==> config.mk <==
export PLATFORM = sky130hd
export DESIGN_NAME = pipe_hazard_ctrl_flat
export DESIGN_NICKNAME = d
export VERILOG_FILES = /design/src/rtl/pipe_hazard_ctrl_if.sv /design/src/rtl/pipe_hazard_ctrl.sv /design/src/flat_wrapper.sv
export SDC_FILE = /design/constraint.sdc
export NUM_CORES = 1
export LEC_CHECK = 0
export BUFFER_PORTS_ARGS = -buffer_cell sky130_fd_sc_hd__buf_2
export CORE_UTILIZATION = 40
export CTS_CLUSTER_DIAMETER = 100
export DETAILED_ROUTE_END_ITERATION = 12
export PLACE_DENSITY = 0.84
export SYNTH_ARGS = -nofsm -noshare
export SYNTH_HDL_FRONTEND = slang
export SYNTH_SLANG_ARGS = --single-unit
export TNS_END_PERCENT = 20
==> constraint.sdc <==
create_clock -name clk -period 3.7 [get_ports clk]
set_input_delay 1.11 -clock clk [delete_from_list [all_inputs] [get_ports clk]]
set_output_delay 1.11 -clock clk [all_outputs]
set_load 0.01 [all_outputs]
==> src/rtl/pipe_hazard_ctrl_if.sv <==
// Hazard-controller port bundle between the pipeline stages and pipe_hazard_ctrl.
// master = pipeline side that drives stage info; slave = the hazard controller.
interface pipe_hazard_ctrl_if #(
    parameter int REG_AW = 5,
    parameter int CNT_W  = 32
);
    logic [REG_AW-1:0] id_rs;
    logic [REG_AW-1:0] id_rt;
    logic              id_use_rs;
    logic              id_use_rt;
    logic              id_is_md;
    logic              id_rd_hilo;
    logic [REG_AW-1:0] ex_rd;
    logic              ex_wen;
    logic              ex_is_load;
    logic [REG_AW-1:0] mem_rd;
    logic              mem_wen;
    logic              ex_br_taken;
    logic              md_done;
    logic              stall_pc;
    logic              bubble_ex;
    logic              flush_id;
    logic [1:0]        fwd_a;
    logic [1:0]        fwd_b;
    logic              md_start;
    logic              md_busy;
    logic              md_err;
    logic [CNT_W-1:0]  cyc_cnt;
    logic [CNT_W-1:0]  stall_cnt;
    logic [CNT_W-1:0]  flush_cnt;

    modport master (
        output id_rs, id_rt, id_use_rs, id_use_rt, id_is_md, id_rd_hilo,
               ex_rd, ex_wen, ex_is_load, mem_rd, mem_wen, ex_br_taken, md_done,
        input  stall_pc, bubble_ex, flush_id, fwd_a, fwd_b, md_start, md_busy,
               md_err, cyc_cnt, stall_cnt, flush_cnt
    );

    modport slave (
        input  id_rs, id_rt, id_use_rs, id_use_rt, id_is_md, id_rd_hilo,
               ex_rd, ex_wen, ex_is_load, mem_rd, mem_wen, ex_br_taken, md_done,
        output stall_pc, bubble_ex, flush_id, fwd_a, fwd_b, md_start, md_busy,
               md_err, cyc_cnt, stall_cnt, flush_cnt
    );
endinterface

==> src/rtl/pipe_hazard_ctrl.sv <==
// Hazard/forwarding control and MUL/DIV sequencing for the 5-stage MIPS pipeline.
// Optional performance counters are built only when PIPE_HAZARD_PERF_EN is defined.
module pipe_hazard_ctrl #(
    parameter int REG_AW     = 5,
    parameter int MD_MAX_CYC = 40,
    parameter int CNT_W      = 32
) (
    input  logic                 clk,
    input  logic                 rst,
    pipe_hazard_ctrl_if.slave    hz
);
    localparam int WD_W = $clog2(MD_MAX_CYC) + 1;
    localparam logic [WD_W-1:0] WD_LAST = WD_W'(MD_MAX_CYC - 1);
    localparam logic [REG_AW-1:0] REG_ZERO = {REG_AW{1'b0}};

    typedef enum logic [1:0] {
        ST_IDLE = 2'b00,
        ST_BUSY = 2'b01,
        ST_ERR  = 2'b10
    } md_state_t;

    md_state_t       state_r, state_nxt_s;
    logic [WD_W-1:0] wd_r, wd_nxt_s;
    logic            err_r, err_nxt_s;
    logic            lu_s, mdh_s;
    logic            stall_pc_s, bubble_ex_s, flush_id_s, md_start_s;
    logic [1:0]      fwd_a_s, fwd_b_s;
    logic            ex_fwd_ok_s, mem_fwd_ok_s;

    // Operand forwarding selects; a load in EX has no result yet, so it never forwards
    always_comb begin
        ex_fwd_ok_s  = hz.ex_wen && !hz.ex_is_load && (hz.ex_rd != REG_ZERO);
        mem_fwd_ok_s = hz.mem_wen && (hz.mem_rd != REG_ZERO);
        fwd_a_s = 2'b00;
        fwd_b_s = 2'b00;
        if (ex_fwd_ok_s && (hz.ex_rd == hz.id_rs)) begin
            fwd_a_s = 2'b01;
        end else if (mem_fwd_ok_s && (hz.mem_rd == hz.id_rs)) begin
            fwd_a_s = 2'b10;
        end else begin
            fwd_a_s = 2'b00;
        end
        if (ex_fwd_ok_s && (hz.ex_rd == hz.id_rt)) begin
            fwd_b_s = 2'b01;
        end else if (mem_fwd_ok_s && (hz.mem_rd == hz.id_rt)) begin
            fwd_b_s = 2'b10;
        end else begin
            fwd_b_s = 2'b00;
        end
    end

    // Stall/bubble/flush decision; a taken branch kills the ID instruction, so it wins
    always_comb begin
        lu_s = hz.ex_is_load && hz.ex_wen && (hz.ex_rd != REG_ZERO) &&
               ((hz.id_use_rs && (hz.ex_rd == hz.id_rs)) ||
                (hz.id_use_rt && (hz.ex_rd == hz.id_rt)));
        mdh_s = (state_r != ST_IDLE) && (state_r != ST_ERR) && (hz.id_is_md || hz.id_rd_hilo);
        stall_pc_s  = 1'b0;
        bubble_ex_s = 1'b0;
        flush_id_s  = 1'b0;
        if (hz.ex_br_taken) begin
            flush_id_s  = 1'b1;
            bubble_ex_s = 1'b1;
        end else if (lu_s || mdh_s) begin
            stall_pc_s  = 1'b1;
            bubble_ex_s = 1'b1;
        end else begin
            stall_pc_s  = 1'b0;
        end
    end

    // MUL/DIV sequencer next state; ERR issues like IDLE but the error flag stays set
    always_comb begin
        state_nxt_s = state_r;
        wd_nxt_s    = wd_r;
        err_nxt_s   = err_r;
        md_start_s  = 1'b0;
        case (state_r)
            ST_IDLE, ST_ERR: begin
                if (hz.id_is_md && !stall_pc_s && !hz.ex_br_taken) begin
                    md_start_s  = 1'b1;
                    state_nxt_s = ST_BUSY;
                    wd_nxt_s    = {WD_W{1'b0}};
                end else begin
                    state_nxt_s = state_r;
                end
            end
            ST_BUSY: begin
                if (hz.md_done) begin
                    state_nxt_s = ST_IDLE;
                end else if (wd_r == WD_LAST) begin
                    state_nxt_s = ST_ERR;
                    err_nxt_s   = 1'b1;
                end else begin
                    wd_nxt_s = wd_r + {{(WD_W-1){1'b0}}, 1'b1};
                end
            end
            default: begin
                state_nxt_s = ST_IDLE;
            end
        endcase
    end

    // Sequencer state, watchdog and sticky error registers
    always_ff @(posedge clk or posedge rst) begin
        if (rst) begin
            state_r <= ST_IDLE;
            wd_r    <= {WD_W{1'b0}};
            err_r   <= 1'b0;
        end else begin
            state_r <= state_nxt_s;
            wd_r    <= wd_nxt_s;
            err_r   <= err_nxt_s;
        end
    end

    assign hz.stall_pc  = stall_pc_s;
    assign hz.bubble_ex = bubble_ex_s;
    assign hz.flush_id  = flush_id_s;
    assign hz.fwd_a     = fwd_a_s;
    assign hz.fwd_b     = fwd_b_s;
    assign hz.md_start  = md_start_s;
    assign hz.md_busy   = (state_r == ST_BUSY);
    assign hz.md_err    = err_r;

`ifdef PIPE_HAZARD_PERF_EN
    logic [CNT_W-1:0] cyc_cnt_r, stall_cnt_r, flush_cnt_r;

    // Free-running statistics, wrapping naturally at 2^CNT_W
    always_ff @(posedge clk or posedge rst) begin
        if (rst) begin
            cyc_cnt_r   <= {CNT_W{1'b0}};
            stall_cnt_r <= {CNT_W{1'b0}};
            flush_cnt_r <= {CNT_W{1'b0}};
        end else begin
            cyc_cnt_r   <= cyc_cnt_r + {{(CNT_W-1){1'b0}}, 1'b1};
            stall_cnt_r <= stall_cnt_r + {{(CNT_W-1){1'b0}}, stall_pc_s};
            flush_cnt_r <= flush_cnt_r + {{(CNT_W-1){1'b0}}, flush_id_s};
        end
    end

    assign hz.cyc_cnt   = cyc_cnt_r;
    assign hz.stall_cnt = stall_cnt_r;
    assign hz.flush_cnt = flush_cnt_r;
`else
    assign hz.cyc_cnt   = {CNT_W{1'b0}};
    assign hz.stall_cnt = {CNT_W{1'b0}};
    assign hz.flush_cnt = {CNT_W{1'b0}};
`endif
endmodule
==> src/flat_wrapper.sv <==
// flat-port wrapper written by rule: the top's interface ports become plain ports
module pipe_hazard_ctrl_flat 
#(
    parameter int REG_AW     = 5,
    parameter int MD_MAX_CYC = 40,
    parameter int CNT_W      = 32
)
  (clk, rst, hz_id_rs, hz_id_rt, hz_id_use_rs, hz_id_use_rt, hz_id_is_md, hz_id_rd_hilo, hz_ex_rd, hz_ex_wen, hz_ex_is_load, hz_mem_rd, hz_mem_wen, hz_ex_br_taken, hz_md_done, hz_stall_pc, hz_bubble_ex, hz_flush_id, hz_fwd_a, hz_fwd_b, hz_md_start, hz_md_busy, hz_md_err, hz_cyc_cnt, hz_stall_cnt, hz_flush_cnt);
  pipe_hazard_ctrl_if #(.REG_AW(REG_AW), .CNT_W(CNT_W)) hz_i ();
  input  logic clk;
  input  logic rst;
  input wire logic [$bits(hz_i.id_rs)-1:0] hz_id_rs;
  input wire logic [$bits(hz_i.id_rt)-1:0] hz_id_rt;
  input wire logic [$bits(hz_i.id_use_rs)-1:0] hz_id_use_rs;
  input wire logic [$bits(hz_i.id_use_rt)-1:0] hz_id_use_rt;
  input wire logic [$bits(hz_i.id_is_md)-1:0] hz_id_is_md;
  input wire logic [$bits(hz_i.id_rd_hilo)-1:0] hz_id_rd_hilo;
  input wire logic [$bits(hz_i.ex_rd)-1:0] hz_ex_rd;
  input wire logic [$bits(hz_i.ex_wen)-1:0] hz_ex_wen;
  input wire logic [$bits(hz_i.ex_is_load)-1:0] hz_ex_is_load;
  input wire logic [$bits(hz_i.mem_rd)-1:0] hz_mem_rd;
  input wire logic [$bits(hz_i.mem_wen)-1:0] hz_mem_wen;
  input wire logic [$bits(hz_i.ex_br_taken)-1:0] hz_ex_br_taken;
  input wire logic [$bits(hz_i.md_done)-1:0] hz_md_done;
  output wire logic [$bits(hz_i.stall_pc)-1:0] hz_stall_pc;
  output wire logic [$bits(hz_i.bubble_ex)-1:0] hz_bubble_ex;
  output wire logic [$bits(hz_i.flush_id)-1:0] hz_flush_id;
  output wire logic [$bits(hz_i.fwd_a)-1:0] hz_fwd_a;
  output wire logic [$bits(hz_i.fwd_b)-1:0] hz_fwd_b;
  output wire logic [$bits(hz_i.md_start)-1:0] hz_md_start;
  output wire logic [$bits(hz_i.md_busy)-1:0] hz_md_busy;
  output wire logic [$bits(hz_i.md_err)-1:0] hz_md_err;
  output wire logic [$bits(hz_i.cyc_cnt)-1:0] hz_cyc_cnt;
  output wire logic [$bits(hz_i.stall_cnt)-1:0] hz_stall_cnt;
  output wire logic [$bits(hz_i.flush_cnt)-1:0] hz_flush_cnt;
  assign hz_i.id_rs = hz_id_rs;
  assign hz_i.id_rt = hz_id_rt;
  assign hz_i.id_use_rs = hz_id_use_rs;
  assign hz_i.id_use_rt = hz_id_use_rt;
  assign hz_i.id_is_md = hz_id_is_md;
  assign hz_i.id_rd_hilo = hz_id_rd_hilo;
  assign hz_i.ex_rd = hz_ex_rd;
  assign hz_i.ex_wen = hz_ex_wen;
  assign hz_i.ex_is_load = hz_ex_is_load;
  assign hz_i.mem_rd = hz_mem_rd;
  assign hz_i.mem_wen = hz_mem_wen;
  assign hz_i.ex_br_taken = hz_ex_br_taken;
  assign hz_i.md_done = hz_md_done;
  assign hz_stall_pc = hz_i.stall_pc;
  assign hz_bubble_ex = hz_i.bubble_ex;
  assign hz_flush_id = hz_i.flush_id;
  assign hz_fwd_a = hz_i.fwd_a;
  assign hz_fwd_b = hz_i.fwd_b;
  assign hz_md_start = hz_i.md_start;
  assign hz_md_busy = hz_i.md_busy;
  assign hz_md_err = hz_i.md_err;
  assign hz_cyc_cnt = hz_i.cyc_cnt;
  assign hz_stall_cnt = hz_i.stall_cnt;
  assign hz_flush_cnt = hz_i.flush_cnt;
  pipe_hazard_ctrl #(.REG_AW(REG_AW), .MD_MAX_CYC(MD_MAX_CYC), .CNT_W(CNT_W)) u_core (.clk(clk), .rst(rst), .hz(hz_i));
endmodule
==> flow_metrics.tcl <==
set metrics [dict create \
    design_area_sq_um 1520 \
    yosysTopAreaCell "buf_4" \
    routedWlPerCell_microns 9.083 \
    synth.most_common_cell "buf_4" \
    yosys_warnings 0 \
    dp.cells 285 \
    path_cells "buf_2 -> xor2_1 -> nor3_1 -> nor4b_1 -> nor4_1 -> buf_2" \
    vias 1131 \
    finalHoldViolations 0 \
    fin_crit_sh_pct 92.78 \
    slowest_stage "nor4b_1" \
    status "finished, final reports clean" \
    placed_area_sq_um 1479 \
    critPathMaxFanout 3 \
    power_density_nw_per_um2 298.4 \
    ys_ff_latch 10 \
    nets 274 \
    yosysSeqAreaShare_pct 15.61 \
    clockBufferDepth 2 \
    die_x_microns 65.30 \
    cts_resized 0 \
    design.core.area_sq_um 3744 \
    grt_pass1_wl_mm 3.939 \
    critPathKind "input pin to output pin" \
    cts_buffers 3 \
    grt_pass1_vias 849 \
    synth.top_cell.area_share_pct 45.90 \
    antenna_found_initial 0 \
    synth-main-ff-cell "dfrtp_1" \
    drv_cap 0 \
    grt_overflow 0 \
    clk_latency_ps 240 \
    path_clk_slew_ps 40 \
    critPathLaunch "hz_ex_rd[3]" \
    cp_data_arrival_time_ps 2320 \
    htreeDepth 1 \
    finalSetupViolCount 0 \
    drc 0 \
    endpoint_kind "output pin" \
    synth_edf_count 0 \
    rsz0062_at_grt "false" \
    place_congestion 0.8569 \
    rows 22 \
    power.leakage_nw 0.8572 \
    drtAntennaViolNets 0 \
    place_hpwl_mm 2.236 \
    critPathMaxStageDelay_ps 390 \
    diodes 0 \
    ctsHoldBuffers 0 \
    synthArstFlopShare_pct 100.0 \
    dr.pass1.iters 4 \
    syn_area_per_cell_sq_um 7.974 \
    first_iter_violations 23 \
    min-delay-start "u_core.hz.md_err$_DFFE_PP0P_" \
    drive_gt1_share_pct 20.83 \
    hold_path_class "register to register" \
    ys_top_cells_by_count "buf_4 (98), xor2_1 (20), dfrtp_1 (10)" \
    syn_area_sq_um 1603 \
    cts_tree "built" \
    fin_skew_ps 0.8852 \
    cts_root_buf "clkbuf_8" \
    cp_common_cell "buf_2" \
    die_h_microns 65.30 \
    port-buffer-count 40 \
    crit_required_ps 2590 \
    synth_area_leaders "buf_4 (46%), dfrtp_1 (16%), xor2_1 (11%)" \
    r2r_start "u_core.wd_r[0]$_DFFE_PP0P_" \
    ys_types 31 \
    clock.fmax_mhz 291.3 \
    syn2layout_area_growth_pct -5.152 \
    cp-start-kind "input pin" \
    finalNonFillerCells 288 \
    dieArea_sq_um 4264 \
    via_per_inst 3.927 \
    finalMaxSlewViolations 0 \
    pin_count 137 \
    period_minus_slack_ps 3433 \
    fin_total_pwr_uw 453.6 \
    cts_sinks 10 \
    grtUsageTotal_pct 11.95 \
    syn_inst 201 \
    wl_mm 2.616 \
    peakVddDrop_mv 0.2006 \
    initial_core_util_pct 42.81 \
    post_cts_buffers 0 \
    grt_max_degree 11 \
    fin_tns_setup_ps 0 \
]
cells in the final DEF, fill, tap and decap left out:
| cell type | count |
|---|---|
| clkbuf_8 | 3 |
| nor3_1 | 5 |
| xor2_1 | 20 |
| nor4b_1 | 1 |
| a21boi_4 | 1 |
| o221ai_1 | 1 |
| and3_1 | 1 |
| a2bb2oi_1 | 1 |
| or4_1 | 3 |
| nand2_1 | 9 |
| a32o_2 | 1 |
| o21ai_0 | 4 |
| ha_1 | 1 |
| nor2_4 | 1 |
| nor4_1 | 3 |
| conb_1 | 96 |
| mux2i_1 | 1 |
| a21oi_1 | 6 |
| nor4_2 | 2 |
| inv_1 | 3 |
| o22ai_1 | 2 |
| a31oi_1 | 2 |
| or2_2 | 2 |
| nand2b_1 | 5 |
| nand3b_1 | 2 |
| nand3_1 | 3 |
| o21ai_1 | 2 |
| nor3b_1 | 2 |
| dfrtp_1 | 10 |
| nor2_1 | 7 |
| buf_2 | 40 |
critical path, delay by kind of cell:
family | cells | cell delay, ps
XOR/XNOR | 1 | 150
AND/OR/NAND/NOR | 3 | 790
buffers and inverters | 2 | 280
where the power goes:
part           total [mW]  switching [mW]  internal, mW
registers           0.173          0.0352         0.138
logic               0.169           0.110        0.0595
clock network       0.111          0.0403        0.0710
total               0.454           0.185         0.268
registers in the layout, summed over array words and instances (netlist names):
register,cells
u_core.hz.md_err,1
u_core.state_r,2
u_core.wd_r,7
layer usage:
metal	global-route usage, %	share of wire (%)	up-vias	wire [microns]
li1	-	-	549	-
met1	14.94	40	499	1059
met2	19.59	50	74	1302
met3	1.910	7.6	9	200
met4	6.250	2.1	0	54
met5	0	0	-	0
kinds of logic after synthesis:
kind of cell               count (synthesis)  synth area share [%]
AOI/OAI and AO/OA                         20                 8.275
xor gates and xnor gates                  20                 10.93
adders and majority gates                  1                0.7805
buffers and inverters                    102                 46.92
DFF                                       10                 15.61
muxes                                      1                0.6245
other                                      1                0.2340
and+or+nand+nor                           46                 16.63
worst paths after layout:
check	end	slack [ps]	cells after the start
max	hz_fwd_b[1]	270	6
max in group asynchronous	u_core.wd_r[6]$_DFFE_PP0P_	2590	2
min reg2reg	u_core.hz.md_err$_DFFE_PP0P_	460	1
min	u_core.hz.md_err$_DFFE_PP0P_	460	1
max reg2reg	u_core.wd_r[1]$_DFFE_PP0P_	1950	6
min in group asynchronous	u_core.hz.md_err$_DFFE_PP0P_	840	2
layout make-up:
| type | count | area [sq um] |
|---|---|---|
| Inverter | 3 | 11.26 |
| Tap cell | 48 | 60.06 |
| Multi-Input combinational cell | 184 | 957.2 |
| Sequential cell | 10 | 250.2 |
| Clock buffer | 3 | 41.29 |
| Fill cell | 404 | 2223 |
| Timing Repair Buffer | 40 | 200.2 |
through the flow:
stage	worst slack [ps]	hold WS (ps)	utilization (%)
after floorplan	410.1	504.1	-
after global placement	341.0	447.5	39.51
after detailed placement	286.4	448.3	39.51
after CTS	273.8	464.6	40.61
after global routing	64.19	489.5	40.61
final	267.2	461.2	40.61
(Power assumes the default switching activity.)
